<file path="src/rtl/imm_enc_pkg.sv">
// -----------------------------------------------------------------------------
// imm_enc_pkg
// Shared definitions for the immediate encoder:
//   - ImmSrc mode constants (IMM_ROT8, IMM_U12, IMM_BR, IMM_SPLIT)
//   - controller state enum (IDLE, SEARCH, DONE)
//   - rotation candidate count (ROT_COUNT = 16)
//   - encode_direct(): single-step encoding for the non-rotated modes
// -----------------------------------------------------------------------------
package imm_enc_pkg;

    // Encoding modes carried on ImmSrc
    localparam logic [1:0] IMM_ROT8  = 2'b00;
    localparam logic [1:0] IMM_U12   = 2'b01;
    localparam logic [1:0] IMM_BR    = 2'b10;
    localparam logic [1:0] IMM_SPLIT = 2'b11;

    // Number of even rotations (0, 2, ..., 30) tried in rotated mode
    localparam int ROT_COUNT = 16;

    // Controller states
    typedef enum logic [1:0] {
        IDLE   = 2'd0,
        SEARCH = 2'd1,
        DONE   = 2'd2
    } state_t;

    // Encoded result: representable flag plus 24-bit immediate field
    typedef struct packed {
        logic        fits;
        logic [23:0] instr;
    } enc_t;

    // Encodes the modes that need no search. The rotated mode is handled by
    // the rotation checkers, so it returns an all-zero result here. The
    // field is forced to zero whenever the value does not fit, so a
    // non-representable value never leaks partial bits to the consumer.
    function automatic enc_t encode_direct(input logic [1:0]  mode,
                                           input logic [31:0] value);
        enc_t res;
        res.fits  = 1'b0;
        res.instr = 24'h000000;
        case (mode)
            IMM_U12: begin
                res.fits  = (value[31:12] == 20'h00000);
                res.instr = {12'h000, value[11:0]};
            end
            IMM_BR: begin
                // word aligned, and bits 31:25 a sign extension of bit 25
                res.fits  = (value[1:0] == 2'b00) &&
                            ((value[31:25] == 7'h00) || (value[31:25] == 7'h7F));
                res.instr = value[25:2];
            end
            IMM_SPLIT: begin
                res.fits  = (value[31:8] == 24'h000000);
                res.instr = {12'h000, value[7:4], 4'h0, value[3:0]};
            end
            default: begin
                res.fits  = 1'b0;
                res.instr = 24'h000000;
            end
        endcase
        if (!res.fits) begin
            res.instr = 24'h000000;
        end else begin
            res.instr = res.instr;
        end
        return res;
    endfunction

endpackage

</file>
<file path="src/rtl/imm_rot_check.sv">
// -----------------------------------------------------------------------------
// imm_rot_check
// Purely combinational test of one rotation candidate: the value is rotated
// left by 2*rot and the candidate fits when everything above bit 7 is zero.
// Ports:
//   value [31:0]  value under test
//   rot   [3:0]   rotation index r (rotation amount is 2*r)
//   fit           candidate r represents value
//   imm8  [7:0]   low byte of the rotated value (the 8-bit immediate)
// -----------------------------------------------------------------------------
module imm_rot_check
    import imm_enc_pkg::*;
(
    input  logic [31:0] value,
    input  logic [3:0]  rot,
    output logic        fit,
    output logic [7:0]  imm8
);

    logic [4:0]  shamt_s;
    logic [63:0] dbl_s;
    logic [31:0] rotated_s;

    // Rotate-left built from a doubled word: shifting {v,v} left and keeping
    // the upper half avoids a 32-bit shift by 32 when rot is zero.
    always_comb begin
        shamt_s   = {rot, 1'b0};
        dbl_s     = {value, value} << shamt_s;
        rotated_s = dbl_s[63:32];
        fit       = (rotated_s[31:8] == 24'h000000);
        imm8      = rotated_s[7:0];
    end

endmodule

</file>
<file path="src/rtl/imm_encoder.sv">
// -----------------------------------------------------------------------------
// imm_encoder
// Encodes a 32-bit immediate into a 24-bit instruction field in one of four
// modes. Non-rotated modes resolve in a single cycle; the rotated 8-bit mode
// searches rotations 0..15 in ascending order, ROT_PER_CYCLE per cycle
// (1, 2 or 4; must divide ROT_COUNT), and reports the smallest fitting one.
//
// Parameters:
//   ROT_PER_CYCLE  rotation candidates tested per cycle (1, 2 or 4)
// Ports:
//   clk            single clock, rising edge
//   reset          synchronous active-high reset
//   in_valid       request valid
//   in_ready       block is IDLE and can accept a request
//   ImmSrc [1:0]   mode: 00 rot8, 01 u12, 10 branch, 11 split 4+4
//   Value  [31:0]  immediate to encode
//   out_valid      result valid (DONE state)
//   out_ready      consumer accepts result
//   Instr  [23:0]  encoded immediate field (zero when Fits=0)
//   Fits           Value is representable in the requested mode
// -----------------------------------------------------------------------------
module imm_encoder
    import imm_enc_pkg::*;
#(
    parameter int ROT_PER_CYCLE = 1
)(
    input  logic        clk,
    input  logic        reset,
    input  logic        in_valid,
    output logic        in_ready,
    input  logic [1:0]  ImmSrc,
    input  logic [31:0] Value,
    output logic        out_valid,
    input  logic        out_ready,
    output logic [23:0] Instr,
    output logic        Fits
);

    // Search steps by ROT_PER_CYCLE; the last chunk starts at LAST_BASE
    localparam logic [3:0] STEP      = 4'(ROT_PER_CYCLE);
    localparam logic [3:0] LAST_BASE = 4'(ROT_COUNT - ROT_PER_CYCLE);

    state_t      state_r;
    state_t      state_nxt_s;

    logic [31:0] value_r;
    logic [3:0]  base_r;
    logic [23:0] instr_r;
    logic        fits_r;

    logic        accept_s;
    logic [31:0] cand_value_s;
    logic [3:0]  cand_base_s;
    logic        last_chunk_s;

    logic [3:0]  rot_s  [ROT_PER_CYCLE];
    logic        fit_s  [ROT_PER_CYCLE];
    logic [7:0]  imm8_s [ROT_PER_CYCLE];

    logic        hit_s;
    logic [3:0]  hit_rot_s;
    logic [7:0]  hit_imm_s;

    enc_t        direct_s;
    logic        load_s;
    enc_t        res_s;

    assign in_ready  = (state_r == IDLE);
    assign out_valid = (state_r == DONE);
    assign Instr     = instr_r;
    assign Fits      = fits_r;

    assign accept_s  = in_valid && (state_r == IDLE);

    // Candidate source: on the accept cycle the first chunk is tested
    // directly on the incoming value so an early fit costs no extra cycle;
    // during SEARCH the captured value is used so later input changes are
    // ignored.
    always_comb begin
        if (state_r == IDLE) begin
            cand_value_s = Value;
            cand_base_s  = 4'd0;
            last_chunk_s = 1'b0;
        end else begin
            cand_value_s = value_r;
            cand_base_s  = base_r;
            last_chunk_s = (base_r == LAST_BASE);
        end
    end

    genvar g;
    generate
        for (g = 0; g < ROT_PER_CYCLE; g++) begin : g_rot
            assign rot_s[g] = cand_base_s + 4'(g);

            imm_rot_check u_rot_check (
                .value (cand_value_s),
                .rot   (rot_s[g]),
                .fit   (fit_s[g]),
                .imm8  (imm8_s[g])
            );
        end
    endgenerate

    // Priority pick: walk from the highest lane down so the lowest fitting
    // rotation is the one left standing.
    always_comb begin
        hit_s     = 1'b0;
        hit_rot_s = 4'd0;
        hit_imm_s = 8'h00;
        for (int i = ROT_PER_CYCLE - 1; i >= 0; i--) begin
            hit_s     = fit_s[i] ? 1'b1      : hit_s;
            hit_rot_s = fit_s[i] ? rot_s[i]  : hit_rot_s;
            hit_imm_s = fit_s[i] ? imm8_s[i] : hit_imm_s;
        end
    end

    // Next-state logic for the IDLE / SEARCH / DONE controller
    always_comb begin
        state_nxt_s = state_r;
        case (state_r)
            IDLE: begin
                if (accept_s) begin
                    if (ImmSrc != IMM_ROT8) begin
                        state_nxt_s = DONE;
                    end else if (hit_s) begin
                        state_nxt_s = DONE;
                    end else begin
                        state_nxt_s = SEARCH;
                    end
                end else begin
                    state_nxt_s = IDLE;
                end
            end
            SEARCH: begin
                if (hit_s || last_chunk_s) begin
                    state_nxt_s = DONE;
                end else begin
                    state_nxt_s = SEARCH;
                end
            end
            DONE: begin
                if (out_ready) begin
                    state_nxt_s = IDLE;
                end else begin
                    state_nxt_s = DONE;
                end
            end
            default: begin
                state_nxt_s = IDLE;
            end
        endcase
    end

    // Result selection: direct modes on accept, otherwise the rotation hit,
    // otherwise an all-zero "does not fit" result after the last chunk.
    always_comb begin
        direct_s = encode_direct(ImmSrc, Value);
        load_s   = (state_nxt_s == DONE) && (state_r != DONE);
        if ((state_r == IDLE) && (ImmSrc != IMM_ROT8)) begin
            res_s = direct_s;
        end else if (hit_s) begin
            res_s.fits  = 1'b1;
            res_s.instr = {12'h000, hit_rot_s, hit_imm_s};
        end else begin
            res_s.fits  = 1'b0;
            res_s.instr = 24'h000000;
        end
    end

    // Controller state register
    always_ff @(posedge clk) begin
        if (reset) begin
            state_r <= IDLE;
        end else begin
            state_r <= state_nxt_s;
        end
    end

    // Request capture and search position
    always_ff @(posedge clk) begin
        if (reset) begin
            value_r <= 32'h00000000;
            base_r  <= 4'd0;
        end else if (accept_s) begin
            value_r <= Value;
            base_r  <= STEP;
        end else if (state_r == SEARCH) begin
            value_r <= value_r;
            base_r  <= base_r + STEP;
        end else begin
            value_r <= value_r;
            base_r  <= base_r;
        end
    end

    // Result registers, held stable through DONE until the handshake
    always_ff @(posedge clk) begin
        if (reset) begin
            instr_r <= 24'h000000;
            fits_r  <= 1'b0;
        end else if (load_s) begin
            instr_r <= res_s.instr;
            fits_r  <= res_s.fits;
        end else begin
            instr_r <= instr_r;
            fits_r  <= fits_r;
        end
    end

endmodule

</file>
<file path="config.mk">
export PLATFORM = sky130hd
export DESIGN_NAME = imm_encoder
export DESIGN_NICKNAME = d
export VERILOG_FILES = /design/src/rtl/imm_enc_pkg.sv /design/src/rtl/imm_rot_check.sv /design/src/rtl/imm_encoder.sv
export SDC_FILE = /design/constraint.sdc
export NUM_CORES = 1
export LEC_CHECK = 0
export BUFFER_PORTS_ARGS = -buffer_cell sky130_fd_sc_hd__buf_2
export CORE_MARGIN = 5
export CORE_UTILIZATION = 58
export DETAILED_ROUTE_END_ITERATION = 6
export PLACE_DENSITY = 0.82
export SLEW_MARGIN = 10
export SYNTH_ARGS = -nofsm -noshare
export SYNTH_HDL_FRONTEND = slang
export SYNTH_HIERARCHICAL = 1
export SYNTH_SLANG_ARGS = --single-unit
</file>
<file path="constraint.sdc">
create_clock -name clk -period 5 [get_ports clk]
set_clock_uncertainty 0.15 [all_clocks]
set_input_delay 0.25 -clock clk [delete_from_list [all_inputs] [get_ports clk]]
set_output_delay 0.25 -clock clk [all_outputs]
set_load 0.01 [all_outputs]
</file>
==> out/metrics.cfg <==
[route]
wl_um = 14110
viasPerCell = 6.480
met3_wire_length_um = 1352
drtIter0Drc = 563
met1_length_um = 5703
antenna_violating_nets_post_route = 0
wire_per_inst_um = 19.82
drt_pass1_iterations = 5
dr.max_layer_used = met4
detail_route.drc_violations = 0
routed_wire_length_on_met2_um = 6632
vias = 4614

[finish]
area.growth.synth_to_final_pct = 13.31
most_common_cell_after_layout_fill_and_taps_aside = sky130_fd_sc_hd__nand2_1
post_route_cells_drive_above_1_share = 0.2803
layout.nets = 644
fin_cells = 712
antenna-diode-count = 0
final_cell_mix = sky130_fd_sc_hd__nand2_1 (85), sky130_fd_sc_hd__buf_2 (64), sky130_fd_sc_hd__dfxtp_1 (63), sky130_fd_sc_hd__mux2_2 (56), sky130_fd_sc_hd__a21oi_1 (56)

[sta]
report.final.slew_viol_count = 0
achievable-frequency_mhz = 216.0
worst_margin_pin_slew_ns = 1.221
finalSetupViolations = 0
max_slew_margin = 0.1862
post_route_fraction_of_the_period_consumed_by_the_critical_path = 0.9260
final_period_minus_worst_setup_slack_ns = 4.630
setup_tns_ns = 0
final_hold_viol_count = 0
rsz0062_at_grt = false

[yosys]
yosys_warnings = 6
synth.net_count = 593
synth-edff-count = 0
post_synth.cell_area_avg_um2 = 8.178
main_combinational_cell_family_by_area_after_synthesis = compound AO/OA/AOI/OAI gates
synthFlopType = sky130_fd_sc_hd__dfxtp_1
synthesis.instances = 554
synth_seq_area_share = 0.2784
post_synthesis_adder_cell_area_fraction = 0.002762
yosysUniqueCellTypes = 57
ys_seq_elements = 63
netlist_area_mm2 = 0.004531
synth-xor-area-share = 0
synth_compound_gate_area_share = 0.2436
yosys-mux-area-fraction = 0.2295
post_synth_and_or_nand_nor_area_fraction = 0.1964
async_flop_share = 0

[global_route]
grt_start_max_net_pins = 55
grt_first_pass_wirelength_um = 22690
grt_overflow = 0
grt_util_overall = 0.2898
grt_pass1_vias = 4430
antenna_violations_before_repair = 0

[cts]
cts.sink_count = 63
tritoncts_clock_tree = yes
numCtsBuffers = 9
cts_buffer_depth = 2
worst_setup_hold_path_clk_slew_ns = 0.08
cts_max_level = 3
post_cts.repair.setup_buffers = 0
postCtsResizedCells = 0
clock_latency_ns = 0.35
cts-root-buf = sky130_fd_sc_hd__clkbuf_8
holdBufCountCts = 2

[power_and_ir_drop]
worst_ir_drop_vdd_mv = 0.2132
totalPowerFinal_w = 0.001385
power.leakage_nw = 1.971
cellPowerDensity_mw_per_mm2 = 269.8

[placement]
post-dp-hpwl_um = 10500
gpl.final_weighted_congestion = 1.058
port_buffers = 64
numPlacedInstances = 694

[outcome]
status = finished clean

[setup_path]
cp_cell_sequence = nor2_4 > buf_4 > mux2_2 > mux4_2 > nor3_1 > a31oi_1 > a311o_1 > a2111oi_2 > clkinv_1 > a311oi_2 > buf_12 > nor2_1 > a22o_1
critPathCaptureType = flip-flop
max_stage_delay_ns = 0.53
cp_max_fo = 27
cp_slowest_cell = sky130_fd_sc_hd__a2111oi_2
critPathArrivalTime_ns = 4.72
worst-endpoint-required_ns = 5.09
worst-setup-path-type = reg2reg
critPathLaunchType = flip-flop

[job]
cap_violations = 0

[floorplan]
io-pin-count = 65
placementRows = 32
initial_core_util = 0.5894
total_die_area_mm2 = 0.009679
dieWidth_um = 98.38
placeableCoreArea_mm2 = 0.007687
die_y_um = 98.38

[min_path]
class_of_the_most_critical_hold_timing_path = in2reg

[synth_stat cells, types with 12 or more instances]
cell type / instances / share of area
sky130_fd_sc_hd__clkbuf_1: 19 / 0.016
sky130_fd_sc_hd__mux2i_1: 18 / 0.040
sky130_fd_sc_hd__a211o_1: 14 / 0.027
sky130_fd_sc_hd__dfxtp_1: 63 / 0.28
sky130_fd_sc_hd__nor3_1: 20 / 0.022
sky130_fd_sc_hd__buf_2: 14 / 0.015
sky130_fd_sc_hd__mux2_2: 56 / 0.14
sky130_fd_sc_hd__a22o_1: 12 / 0.023
sky130_fd_sc_hd__nand2_1: 85 / 0.070
sky130_fd_sc_hd__a21oi_1: 56 / 0.062
sky130_fd_sc_hd__nor2_1: 51 / 0.042
sky130_fd_sc_hd__o21ai_0: 16 / 0.018
sky130_fd_sc_hd__o31ai_1: 14 / 0.023
sky130_fd_sc_hd__nor2b_1: 12 / 0.017
[registers in the layout, indices dropped and copies added, names as in the netlist]
signal,cells
value_r,32
Instr,24
base_r,4
state_r,2
Fits,1
[metrics by stage]
step	util	hold WS (ns)	instance area, um2	worst slack [ns]
floorplan	-	0.2255	4531	0.5917
global placement	0.6416	0.2895	4932	0.5247
detailed placement	0.6416	0.2965	4932	0.4083
CTS	0.6678	0.006871	5134	0.3596
global route	0.6678	0.006033	5134	0.04677
finish	0.6678	0.008671	5134	0.3699
[per-layer routing]
layer  vias up  GRT usage
li1       2161          -
met1      2148     0.3649
met2       261     0.4763
met3        44    0.07714
met4         0     0.1061
met5         -          0
[where the power goes]
group	internal [W]	switching (W)	total [W]	leakage (nW)
registers	0.000532	0.0000202	0.000552	0.516
clock network	0.000196	0.000222	0.000418	0.0930
logic	0.000165	0.000249	0.000415	1.36
[cell families (layout without fill, tap and decap cells)]
logic type                 count (synthesis)  after routing
AOI/OAI and AO/OA                        159            159
adders and majority gates                  1              1
buffers and inverters                     48            104
DFF                                       63             63
muxes                                     85             85
and+or+nand+nor                          198            198
[area by class of cell]
class / instances / area (um2)
clock buffer: 10 / 137.6
clock inverter: 6 / 43.79
fill: 663 / 2554
inverter: 6 / 22.52
multi-input combinational: 443 / 3068
sequential: 63 / 1261
tap: 102 / 127.6
timing repair buffer: 82 / 473.0
[critical path, delay by kind of cell, from the launching register on]
family          cells  cell delay (ns)
flops               1             0.48
simple gates        3             0.57
buf+inv             3             0.76
mux                 2             0.94
compound gates      5             1.58
[path summary, 6_finish.rpt]
kind / depth (start not counted) / slack (ns) / end / start
max: 13 / 0.37 / Instr[13] / state_r[0]
min: 2 / 0.009 / Instr[18] / Value[20]
max reg2reg: 13 / 0.37 / Instr[13] / state_r[0]
min reg2reg: 2 / 0.31 / value_r[25] / value_r[25]
(Power assumes the default switching activity.)
